$ cat src/rtl/sdram_req_arbiter.sv
// Two-client request arbiter in front of an AXI-style SDRAM controller port.
// Holds one outstanding transaction; alternates grants when both clients ask.
//
// Ports:
//   clk, reset             single clock; asynchronous active-high reset
//   pN_req_valid/write     client N request (N=0,1); write=1, read=0
//   pN_req_addr/wdata      client N word address and write data
//   pN_req_ready           client N accepted this cycle (combinational)
//   pN_rsp_valid           one-cycle completion pulse to client N
//   pN_rsp_rdata/err       read data and timeout flag, held between pulses
//   m_axi_aw*/w*/ar*/r*    write address, write data, read address and
//                          read data channels to the SDRAM controller
//   busy                   high whenever the FSM is not idle
module sdram_req_arbiter #(
    parameter int ADDR_WIDTH     = 25,
    parameter int DATA_WIDTH     = 16,
    parameter int TIMEOUT_CYCLES = 64
) (
    input  logic                  clk,
    input  logic                  reset,

    input  logic                  p0_req_valid,
    input  logic                  p0_req_write,
    input  logic [ADDR_WIDTH-1:0] p0_req_addr,
    input  logic [DATA_WIDTH-1:0] p0_req_wdata,
    output logic                  p0_req_ready,
    output logic                  p0_rsp_valid,
    output logic [DATA_WIDTH-1:0] p0_rsp_rdata,
    output logic                  p0_rsp_err,

    input  logic                  p1_req_valid,
    input  logic                  p1_req_write,
    input  logic [ADDR_WIDTH-1:0] p1_req_addr,
    input  logic [DATA_WIDTH-1:0] p1_req_wdata,
    output logic                  p1_req_ready,
    output logic                  p1_rsp_valid,
    output logic [DATA_WIDTH-1:0] p1_rsp_rdata,
    output logic                  p1_rsp_err,

    output logic [ADDR_WIDTH-1:0] m_axi_awaddr,
    output logic                  m_axi_awvalid,
    input  logic                  m_axi_awready,
    output logic [DATA_WIDTH-1:0] m_axi_wdata,
    output logic                  m_axi_wvalid,
    input  logic                  m_axi_wready,
    output logic [ADDR_WIDTH-1:0] m_axi_araddr,
    output logic                  m_axi_arvalid,
    input  logic                  m_axi_arready,
    input  logic [DATA_WIDTH-1:0] m_axi_rdata,
    input  logic                  m_axi_rvalid,
    output logic                  m_axi_rready,

    output logic                  busy
);

    localparam int CW = (TIMEOUT_CYCLES > 1) ? $clog2(TIMEOUT_CYCLES) : 1;
    localparam logic [CW-1:0] CNT_LAST = CW'(TIMEOUT_CYCLES - 1);

    typedef enum logic [2:0] {
        S_IDLE,
        S_ISSUE_WR,
        S_ISSUE_RD,
        S_WAIT_RD,
        S_RESP
    } state_t;

    state_t                state_q, state_d;
    logic                  prio_q, prio_d;
    logic                  id_q, id_d;
    logic [ADDR_WIDTH-1:0] addr_q, addr_d;
    logic [DATA_WIDTH-1:0] wdata_q, wdata_d;
    logic                  aw_done_q, aw_done_d;
    logic                  w_done_q, w_done_d;
    logic [CW-1:0]         cnt_q, cnt_d;
    logic [DATA_WIDTH-1:0] rdata0_q, rdata0_d;
    logic [DATA_WIDTH-1:0] rdata1_q, rdata1_d;
    logic                  err0_q, err0_d;
    logic                  err1_q, err1_d;

    logic                  grant0, grant1;
    logic                  idle;
    logic                  aw_ok, w_ok;
    logic                  rsp_load;
    logic [DATA_WIDTH-1:0] rsp_rdata;
    logic                  rsp_err;

    // prio_q == 0 favours client 0 on a tie
    assign grant0 = p0_req_valid & (~p1_req_valid | ~prio_q);
    assign grant1 = p1_req_valid & (~p0_req_valid |  prio_q);

    // reset gates ready directly so it drops before any clock edge
    assign idle         = (state_q == S_IDLE) & ~reset;
    assign p0_req_ready = idle & grant0;
    assign p1_req_ready = idle & grant1;

    // a channel is complete once seen before or handshaking now
    assign aw_ok = aw_done_q | m_axi_awready;
    assign w_ok  = w_done_q  | m_axi_wready;

    always_comb begin
        state_d   = state_q;
        prio_d    = prio_q;
        id_d      = id_q;
        addr_d    = addr_q;
        wdata_d   = wdata_q;
        aw_done_d = aw_done_q;
        w_done_d  = w_done_q;
        cnt_d     = cnt_q;
        rsp_load  = 1'b0;
        rsp_rdata = '0;
        rsp_err   = 1'b0;

        unique case (state_q)
            S_IDLE: begin
                if (p0_req_ready | p1_req_ready) begin
                    id_d      = p1_req_ready;
                    prio_d    = ~p1_req_ready;
                    addr_d    = p1_req_ready ? p1_req_addr  : p0_req_addr;
                    wdata_d   = p1_req_ready ? p1_req_wdata : p0_req_wdata;
                    aw_done_d = 1'b0;
                    w_done_d  = 1'b0;
                    if (p1_req_ready ? p1_req_write : p0_req_write)
                        state_d = S_ISSUE_WR;
                    else
                        state_d = S_ISSUE_RD;
                end
            end
            S_ISSUE_WR: begin
                aw_done_d = aw_ok;
                w_done_d  = w_ok;
                if (aw_ok & w_ok) begin
                    state_d  = S_RESP;
                    rsp_load = 1'b1;
                end
            end
            S_ISSUE_RD: begin
                if (m_axi_arready) begin
                    state_d = S_WAIT_RD;
                    cnt_d   = '0;
                end
            end
            S_WAIT_RD: begin
                cnt_d = cnt_q + 1'b1;
                if (m_axi_rvalid) begin
                    state_d   = S_RESP;
                    rsp_load  = 1'b1;
                    rsp_rdata = m_axi_rdata;
                end else if (cnt_q == CNT_LAST) begin
                    state_d  = S_RESP;
                    rsp_load = 1'b1;
                    rsp_err  = 1'b1;
                end
            end
            S_RESP: begin
                state_d = S_IDLE;
            end
            default: begin
                state_d = S_IDLE;
            end
        endcase
    end

    // response fields are per client so each holds its own last result
    always_comb begin
        rdata0_d = rdata0_q;
        rdata1_d = rdata1_q;
        err0_d   = err0_q;
        err1_d   = err1_q;
        if (rsp_load) begin
            if (id_q) begin
                rdata1_d = rsp_rdata;
                err1_d   = rsp_err;
            end else begin
                rdata0_d = rsp_rdata;
                err0_d   = rsp_err;
            end
        end
    end

    always_ff @(posedge clk or posedge reset) begin
        if (reset) begin
            state_q   <= S_IDLE;
            prio_q    <= 1'b0;
            id_q      <= 1'b0;
            addr_q    <= '0;
            wdata_q   <= '0;
            aw_done_q <= 1'b0;
            w_done_q  <= 1'b0;
            cnt_q     <= '0;
            rdata0_q  <= '0;
            rdata1_q  <= '0;
            err0_q    <= 1'b0;
            err1_q    <= 1'b0;
        end else begin
            state_q   <= state_d;
            prio_q    <= prio_d;
            id_q      <= id_d;
            addr_q    <= addr_d;
            wdata_q   <= wdata_d;
            aw_done_q <= aw_done_d;
            w_done_q  <= w_done_d;
            cnt_q     <= cnt_d;
            rdata0_q  <= rdata0_d;
            rdata1_q  <= rdata1_d;
            err0_q    <= err0_d;
            err1_q    <= err1_d;
        end
    end

    assign m_axi_awaddr  = addr_q;
    assign m_axi_araddr  = addr_q;
    assign m_axi_wdata   = wdata_q;
    assign m_axi_awvalid = (state_q == S_ISSUE_WR) & ~aw_done_q;
    assign m_axi_wvalid  = (state_q == S_ISSUE_WR) & ~w_done_q;
    assign m_axi_arvalid = (state_q == S_ISSUE_RD);
    assign m_axi_rready  = (state_q == S_WAIT_RD);

    assign p0_rsp_valid  = (state_q == S_RESP) & ~id_q;
    assign p1_rsp_valid  = (state_q == S_RESP) &  id_q;
    assign p0_rsp_rdata  = rdata0_q;
    assign p1_rsp_rdata  = rdata1_q;
    assign p0_rsp_err    = err0_q;
    assign p1_rsp_err    = err1_q;

    assign busy          = (state_q != S_IDLE);

endmodule

$ cat config.mk
export PLATFORM = sky130hd
export DESIGN_NAME = sdram_req_arbiter
export DESIGN_NICKNAME = d
export VERILOG_FILES = /design/src/rtl/sdram_req_arbiter.sv
export SDC_FILE = /design/constraint.sdc
export NUM_CORES = 1
export LEC_CHECK = 0
export ABC_AREA = 1
export BUFFER_PORTS_ARGS = -buffer_cell sky130_fd_sc_hd__buf_2
export CAP_MARGIN = 20
export CORE_MARGIN = 3
export CORE_UTILIZATION = 50
export DETAILED_ROUTE_END_ITERATION = 8
export GPL_ROUTABILITY_DRIVEN = 0
export PLACE_DENSITY = 0.83
export SETUP_SLACK_MARGIN = 0.2
export SLEW_MARGIN = 20
export SYNTH_ARGS = -nofsm -noshare
export SYNTH_HDL_FRONTEND = slang
export SYNTH_SLANG_ARGS = --single-unit
export TNS_END_PERCENT = 30
$ cat constraint.sdc
create_clock -name clk -period 7.7 [get_ports clk]
set_clock_uncertainty 0.1 [all_clocks]
set_input_delay 0.77 -clock clk [delete_from_list [all_inputs] [get_ports clk]]
set_output_delay 0.77 -clock clk [all_outputs]
set_load 0.03 [all_outputs]
==> reports/results.txt, run 1 <==
The flow ran to the end, and the final reports show no timing, DRC or antenna violations. Overall fraction of global-route tracks in use: 24.0%. The effective utilization at floorplan was 52.3%. The synthesized design contains 0 enable-type register cells. The maximum ir drop on the vdd rail is 0.234 mV, and the count of unresolved DRC violations after routing is 0.

The longest clock path from root to sink contains 2 buffers. The tools report the violation count after the first detailed-route iteration as 272. CTS saw 88 sinks. The tightest hold path in the finished design has a slack of 0.368 ns. Along the worst path, the maximum fanout reaches 46. Of all flip-flops after synthesis, the portion carrying an async set or reset was 100%. The CTS buffer count is 9, and the post-synthesis cell count is 547.

The die is 99.7 um tall. The number of nets in the final layout was 828. In this run, distinct cell masters in the synthesized netlist total 25. For the detailed-placement wirelength estimate, the log shows 8.81 mm. In this design, the stage delay of the slowest critical-path cell is 0.89 ns. The tools report the number of antenna violations at the first check in global routing as 0. sky130_fd_sc_hd__nand2_1 is the most common cell in the netlist. After clock tree synthesis, the clock-pin slew on the worst setup and hold paths is 0.08 ns.

Setup repair after global routing left no endpoint under its margin. STA classifies the critical path endpoint as an output port. The register-to-register setup slack was 5.02 ns; the routed wire length per instance was 14.6 um. STA puts the critical path data arrival time at 2.61 ns. Global routing finished with a remaining overflow of 0.

The worst register-to-register path begins at state_q[2]. In this run the cell area of the synthesized design comes to 0.00439 mm^2. The count of warnings emitted by yosys came out at 0. Cell repeated most along the worst path: sky130_fd_sc_hd__nor2_4. The number of cells traversed by the worst register-to-register path came out at 8.

The most used flip-flop cell after synthesis was sky130_fd_sc_hd__dfrtp_1. Of the post-synthesis cell area, the dominant cell type holds 50.2%. Sorting the synthesized cells by area gives the leading types as sky130_fd_sc_hd__dfrtp_1, sky130_fd_sc_hd__nand2_1, sky130_fd_sc_hd__nor2_1, sky130_fd_sc_hd__a31oi_1, sky130_fd_sc_hd__o21ai_0. The maximum achievable frequency is 288 MHz. The final critical path time including I/O delays and setup is 3.48 ns, and the register bit count reported by yosys is 88. Entering global routing, the biggest net connects 89 pins.

The total of max-cap violations was 0. Of all cell types, the one taking the most synthesized area is sky130_fd_sc_hd__dfrtp_1. In this run the number of H-tree levels came out at 3. CTS placed an instance of sky130_fd_sc_hd__clkbuf_8 at the clock tree root. Number of hold buffers added after CTS: 0. The critical path launch point type is a flip-flop. The logs give 0.35 ns for the insertion delay to the later sink of the worst-skew pair and 0 for the number of routed nets with antenna violations. The category of the most critical setup path was flip-flop to output port. The areal power density over the cells was 430 mW/mm^2; the final cycle utilization of the critical path was 45.1%. For the final routed database, the setup TNS stands at 0 ns. In this run the core area contains 33 standard-cell rows. The sequential-to-total area share from yosys stat is 50.2%, and the total I/O pin count is 217. The number of endpoints with negative hold slack in the final report is 0, and the worst endpoint required time is 6.83 ns. The slowest cell on the critical path is sky130_fd_sc_hd__nor2_4. After floorplanning, the core was sized to cover 0.00838 mm^2. The final wirelength came out at 12.1 mm. For the number of iterations in the first detailed-routing pass, the log shows 5.

The path type of the worst min-delay path is flip-flop to flip-flop. Walking the worst path, the cells encountered are nor2_4, nand3_4, nor2_4, buf_2. Gates resized during post-CTS repair numbered 0. Setup violations remaining at the end of the flow were counted as 0.

The average size of a mapped cell came out at 8.02 um^2. Detailed routing inserted a total of 4390 vias. The number of setup buffers added after CTS is 0.

In this run the tightest slew margin relative to its limit is 35.4%. The transition at the pin with the smallest max-transition slack is 0.967 ns, and the number of fill cells in the layout is 734. From left edge to right edge, the die measures 99.7 um. In the routed layout, each cell is associated on average with a via count of 5.30. For the number of nets in the synthesized netlist, the log shows 656. TritonCTS built the clock tree. The worst hold path begins at p1_rsp_rdata[6]. The endpoint identified for the worst register-to-register timing path is p0_rsp_rdata[14]. Summed over all cells, the static leakage comes to 0.00292 uW. The number of buffers inserted by port buffering was 216; the area added between synthesis and finish was 25.2%.

For the number of global-route vias before repair, the log shows 4045. The post-route netlist has 34.3% of its cells at a drive strength greater than 1. The repair_antennas step left the layout with diodes totalling 0. The die area came out at 0.00993 mm^2. The wire length of the first global-routing pass was 19.2 mm.

The worst hold path passes through 2 cells. Ranked by instance count, the synthesized netlist is headed by sky130_fd_sc_hd__nand2_1, sky130_fd_sc_hd__dfrtp_1, sky130_fd_sc_hd__nor2_1. The number of pins exceeding their max-slew limit in the final report came out at 0. The worst hold path terminates at p1_rsp_rdata[6].
-- layer usage --
metal	up-vias	GRT usage [%]	share of wire (%)
li1	2114	-	-
met1	2080	31.0	41
met2	173	39.3	51
met3	23	4.98	6.2
met4	0	9.87	2.0
met5	-	0	0
-- worst max path at each step --
| stage | slack [ns] | start | to |
|---|---|---|---|
| 5_1_grt | 3.97 | state_q[2] | p1_req_ready |
| 2_1_floorplan | 3.30 | reset | p0_req_ready |
| 4_1_cts | 4.20 | state_q[2] | p1_req_ready |
| 6_report | 4.22 | state_q[2] | p1_req_ready |
| 3_3_place_gp | 4.29 | reset | p1_req_ready |
| 3_5_place_dp | 4.29 | reset | p1_req_ready |
-- placed cells by master (no fill, tap or decap), types with 2 or more instances in the layout --
cell | Yosys | routed
sky130_fd_sc_hd__buf_2 | 12 | 216
sky130_fd_sc_hd__nand2_1 | 164 | 164
sky130_fd_sc_hd__dfrtp_1 | 88 | 88
sky130_fd_sc_hd__nor2_1 | 70 | 70
sky130_fd_sc_hd__o21ai_0 | 46 | 46
sky130_fd_sc_hd__nand3_1 | 42 | 42
sky130_fd_sc_hd__a31oi_1 | 39 | 39
sky130_fd_sc_hd__inv_1 | 17 | 16
sky130_fd_sc_hd__clkbuf_8 | 0 | 10
sky130_fd_sc_hd__clkinv_2 | 0 | 4
sky130_fd_sc_hd__o22ai_1 | 4 | 4
sky130_fd_sc_hd__nor2_4 | 3 | 3
sky130_fd_sc_hd__or2_2 | 2 | 2
sky130_fd_sc_hd__a22oi_1 | 2 | 2
sky130_fd_sc_hd__inv_2 | 2 | 2
sky130_fd_sc_hd__nand2_4 | 2 | 2
sky130_fd_sc_hd__bufinv_16 | 0 | 2
sky130_fd_sc_hd__buf_4 | 30 | 2
-- final cells by class --
cell class | instances | area, um^2 | share of cell area, %
multi-input cells | 382 | 1760 | 32.0
clock buffers | 10 | 138 | 2.51
flip-flops and latches | 88 | 2200 | 40.1
inverters | 19 | 72.6 | 1.32
repair buffers | 219 | 1110 | 20.2
well taps | 105 | 131 | 2.39
clock inverters | 6 | 82.6 | 1.50
-- critical path: cells and delay by family, from the launching register on --
family	cells	cell delay, ns
buf+inv	1	0.35
flops	1	0.43
simple gates	3	1.46
-- stage by stage --
step | util [%] | total power, uW | worst slack, ns | area (um^2) | instances
after floorplan | - | 1760 | 3.30 | 4390 | 547
after global placement | 62.9 | 2000 | 4.29 | 5270 | 813
after detailed placement | 62.9 | 2020 | 4.29 | 5270 | 813
after CTS | 65.5 | 2380 | 4.20 | 5490 | 829
after global routing | 65.5 | 2520 | 3.97 | 5490 | 829
final | 65.5 | 2360 | 4.22 | 5490 | 829
-- power breakdown --
part / internal, uW / total (uW) / switching (uW)
sequential: 639 / 776 / 138
combinational: 330 / 1230 / 902
clock: 190 / 354 / 164
total: 1160 / 2360 / 1200
-- flip-flops by register name (all words and copies together), names as in the netlist, 3 cells and up --
name / flops
m_axi_araddr: 25
m_axi_wdata: 16
p0_rsp_rdata: 16
p1_rsp_rdata: 16
cnt_q: 6
state_q: 3
-- cell families (layout without fill, tap and decap cells) --
family,Yosys count,after routing,share of synthesized area [%]
simple gates,285,285,26.9
compound gates,96,96,12.7
flops,88,88,50.2
buf+inv,77,254,9.84
fa+ha+maj,1,1,0.285
(Power assumes the default switching activity.)
==> run 2, diff against run 1 <==
- ABC_AREA: 1 -> 0
- CORE_UTILIZATION: 50 -> 41
- PLACE_DENSITY: 0.83 -> 0.73
- clock period: 7.7 -> 2.9 ns (I/O delays scaled with it)
==> reports/results.txt, run 2 <==
The worst setup path is of the flip-flop to output port kind. Post-synthesis share of cell area spent on xor and xnor gates: 0.412% (+0.41 points). The post-detailed-route via-to-cell ratio works out to 5.03 (-5.1%). Summed over all instances, the cell type with the most area after synthesis is sky130_fd_sc_hd__dfrtp_1. The critical path launch point type was a flip-flop. The maximum number of buffers from clock root to sink is 2 (unchanged). The worst endpoint required time is 2.51 ns (-4.32 ns), and the vertical extent of the die is 108 um (+8.2%). The transition at the pin with the smallest max-transition slack is 0.580 ns (-0.387 ns). TritonCTS built the clock tree.

The tools report the number of H-tree levels as 3 (unchanged). The average size of a mapped cell was 10.1 um^2 (+26%); the number of cell rows was 36 (+9.1%). After synthesis, the cell types taking the most area are sky130_fd_sc_hd__dfrtp_1, sky130_fd_sc_hd__a21oi_1, sky130_fd_sc_hd__mux2_2, sky130_fd_sc_hd__nand2_1, sky130_fd_sc_hd__buf_4. Post-synthesis cell count: 421 (-23%).

The maximum fanout encountered on the critical timing path was 19 (-59%); the number of flip-flops in the largest register was 25 (unchanged). The path type of the worst min-delay path is input port to flip-flop. Count of cells resized by post-cts repair: 0 (unchanged). Number of hold buffers added after CTS: 1 (+1). The tools report the launch point of the critical path as state_q[1]. The number of endpoints with negative hold slack in the final report is 0 (unchanged), and the number of enable-type register cells in the synthesized netlist is 0 (unchanged). The tools report the core box area as 0.00991 mm^2 (+18%).

The tools report the summed area of non-filler cells in the final layout as 0.00542 mm^2 (-1.3%). The tree is rooted in a sky130_fd_sc_hd__clkbuf_8. The run finished with clean final reports. The insertion delay to the later sink of the worst-skew pair is 0.35 ns (about the same). The run gives 932 (+27%) as the number of fill cells in the layout. The number of buffers added for setup after CTS was 0 (unchanged); the maximum ir drop on the vdd rail was 0.749 mV (+220%). Yosys instantiated no cell more often than sky130_fd_sc_hd__dfrtp_1. After synthesis, the largest family of logic cells by area is simple AND/OR/NAND/NOR gates. The number of global-route vias before repair was 3648 (-9.8%); the final critical path time including I/O delays and setup was 2.46 ns.

The switching power total is 2930 uW (+140%). The total overflow reported by the global router was 0 (unchanged). Sequential-to-total area share from yosys stat: 51.8% (+1.6 points). The run gives 52.1% (about the same) as the part of the power in combinational logic. The run gives 34.4% (+1.5 points) as the relative contribution of sequential cells to total power. The largest net degree at the start of global routing came out at 61 (-31%). The critical path endpoint category is an output port. The register-to-register setup slack came out at 0.70 ns (-4.32 ns).

The count of unresolved DRC violations after routing is 0 (unchanged), and the count of cell instances traversed by the critical path is 3 (-1). After synthesis, the most frequently instantiated cells are sky130_fd_sc_hd__dfrtp_1, sky130_fd_sc_hd__a21oi_1, sky130_fd_sc_hd__nand2_1. The logs give 47 (+88%) for the number of different library cells in the post-synthesis netlist and 2930 uW (+150%) for the internal power. For the number of routed nets with antenna violations, the log shows 0 (unchanged). Setup repair after global routing left no endpoint under its margin. The run gives 11.4 mm (-5.5%) as the final wirelength. Slowest cell on the critical path: sky130_fd_sc_hd__dfrtp_1. The async set or reset register ratio after synthesis is 100% (unchanged).

The area growth from synthesis to layout is 27.5%. The tools report the total of max-cap violations as 0 (unchanged). The tools report the final setup TNS as 0 ns (unchanged). The wire length of the first global-routing pass was 18.1 mm (-6.2%); the total of endpoints with negative setup slack in the final report was 0 (unchanged). The mux cell area share after synthesis is 10.1% (+10 points). The final cycle utilization of the critical path is 84.7%. The logs give 0 (unchanged) for the count of warnings emitted by yosys and 407 MHz for the maximum achievable frequency.

The proportion of total power due to net switching is 50.0% (-0.97 points), and the count of clock tree sinks is 88 (unchanged). The width of the die was 108 um (+8.2%). The largest incremental delay on the critical path is 0.67 ns (-0.22 ns), and the number of buffers inserted by port buffering is 216 (unchanged).

For the overall fraction of global-route tracks in use, the log shows 19.7% (-4.3 points). The run gives 0.00425 mm^2 (-3.1%) as the cell area after synthesis. The most common cell after layout, fill and taps aside is sky130_fd_sc_hd__buf_2. The worst path buffer plus inverter count came out at 2 (+1). The run gives 2.07 ns (-0.54 ns) as the worst path arrival time.

The most used flip-flop cell after synthesis is sky130_fd_sc_hd__dfrtp_1. The logs give 0 (unchanged) for the final antenna diode count and 530 (-19%) for the number of nets in the synthesized netlist. The number of pins exceeding their max-slew limit in the final report came out at 0 (unchanged). In this run the worst setup path terminates at m_axi_rready. Via count: 3745 (-15%). The worst register-to-register path ends at p1_rsp_rdata[14]. The tools report the instance area at placement as 0.00523 mm^2 (-0.69%). Clock-pin slew on the worst setup and hold paths: 0.09 ns (about the same). The tools report the total I/O pin count as 217 (unchanged).

Leaving out fill and tap cells, the most frequent cells in the layout are sky130_fd_sc_hd__buf_2, sky130_fd_sc_hd__dfrtp_1, sky130_fd_sc_hd__a21oi_1, sky130_fd_sc_hd__nand2_1, sky130_fd_sc_hd__nor2_1. The area share of the largest cell type after synthesis was 51.8% (+1.6 points). The logs give 745 (-10%) for the filler-free cell count of the finished design and 716 (-14%) for the number of nets in the final layout.

The part of the power in the clock network is 13.5% (-1.5 points). Effective utilization at floorplan: 42.9% (-9.4 points). Routed wire length per instance: 15.3 um (+5.2%). The tools report the total placed cells including tap cells as 728 (-10%). The fraction of final layout cells sized beyond drive strength 1 was 46.6% (+12 points).

The critical path goes through nand3b_2, inv_1, buf_2. The tools report the detailed-placement wirelength estimate as 8.50 mm (-3.5%). In this run the critical register-to-register path is launched from state_q[1].

Simple-gate area share of the yosys netlist: 16.5% (-10 points). The cell leakage power is 0.00299 uW (+2.2%). Areal power density over the cells: 1080 mW/mm^2 (+150%). The tightest slew margin relative to the limit came out at 61.2% (+26 points).

The CTS buffer count is 9 (unchanged). For the number of antenna violations at the first check in global routing, the log shows 1 (+1). The die area was 0.0116 mm^2 (+17%).

The area fraction in compound gates after synthesis is 12.8% (+0.052 points). The number of iterations in the first detailed-routing pass is 4 (-1), and the area share of fa/ha/maj cells after synthesis is 0.294% (+0.0091 points). The register bit count reported by yosys is 88 (unchanged). The violation count after the first detailed-route iteration is 205 (-25%). Largest delay contributor family on the critical path: buffers and inverters. The number of cells traversed by the worst register-to-register path was 4 (-4).
[run 2: routing by layer]
layer	track usage [%]	up-vias	routed length, um
li1	-	1790	-
met1	24.2	1782	4640
met2	33.0	155	5680
met3	6.30	16	946
met4	5.95	2	142
met5	0	-	18
[run 2: how the worst min path moves through the flow]
stage / to / slack [ns] / start / depth (start not counted)
2_1_floorplan: prio_q / 0.29 / p1_req_valid / 1
3_3_place_gp: m_axi_araddr[1] / 0.30 / reset / 2
3_5_place_dp: m_axi_araddr[6] / 0.31 / reset / 2
4_1_cts: m_axi_araddr[24] / 0.04 / p0_req_addr[24] / 2
5_1_grt: m_axi_araddr[9] / 0.05 / p1_req_addr[9] / 3
6_report: m_axi_araddr[24] / 0.07 / p1_req_addr[24] / 2
[run 2: power by group through the flow]
stage / registers [uW] / logic [uW] / clock network [uW]
floorplan: 2730 / 1710 / 0
global placement: 2010 / 3050 / 0
detailed placement: 2030 / 3090 / 0
CTS: 2020 / 3090 / 818
global route: 2090 / 3280 / 881
finish: 2020 / 3060 / 791
[run 2: layout make-up]
class | count | area, um^2 | share of cell area [%]
well taps | 133 | 166 | 3.07
multi-input cells | 280 | 1710 | 31.5
clock buffers | 9 | 124 | 2.28
inverters | 5 | 20.0 | 0.369
clock inverters | 7 | 55.1 | 1.02
flip-flops and latches | 88 | 2200 | 40.6
repair buffers | 223 | 1150 | 21.2
[run 2: worst reg2reg max path: cells and delay by family (launching register included)]
kind | cells | cell delay, ns
multiplexers | 1 | 0.48
buffers and inverters | 1 | 0.20
AND/OR/NAND/NOR | 2 | 0.66
flip-flops | 1 | 0.67
[run 2: cells by family (layout without fill, tap and decap cells)]
family          Yosys count  in the layout
fa+ha+maj                 1              1
flops                    88             88
simple gates            145            145
xor+xnor                  2              2
buf+inv                  53            244
compound gates           97             97
mux                      35             35
[run 2: metrics by stage]
step           setup slack (ns)  hold slack [ns]  util, %  total power (uW)
2_1_floorplan             0.231            0.294        -              4440
3_3_place_gp              0.788            0.304     52.8              5060
3_5_place_dp              0.680            0.308     52.8              5120
4_1_cts                   0.441           0.0427     54.7              5930
5_1_grt                   0.295           0.0537     54.7              6250
6_report                  0.444           0.0650     54.7              5870
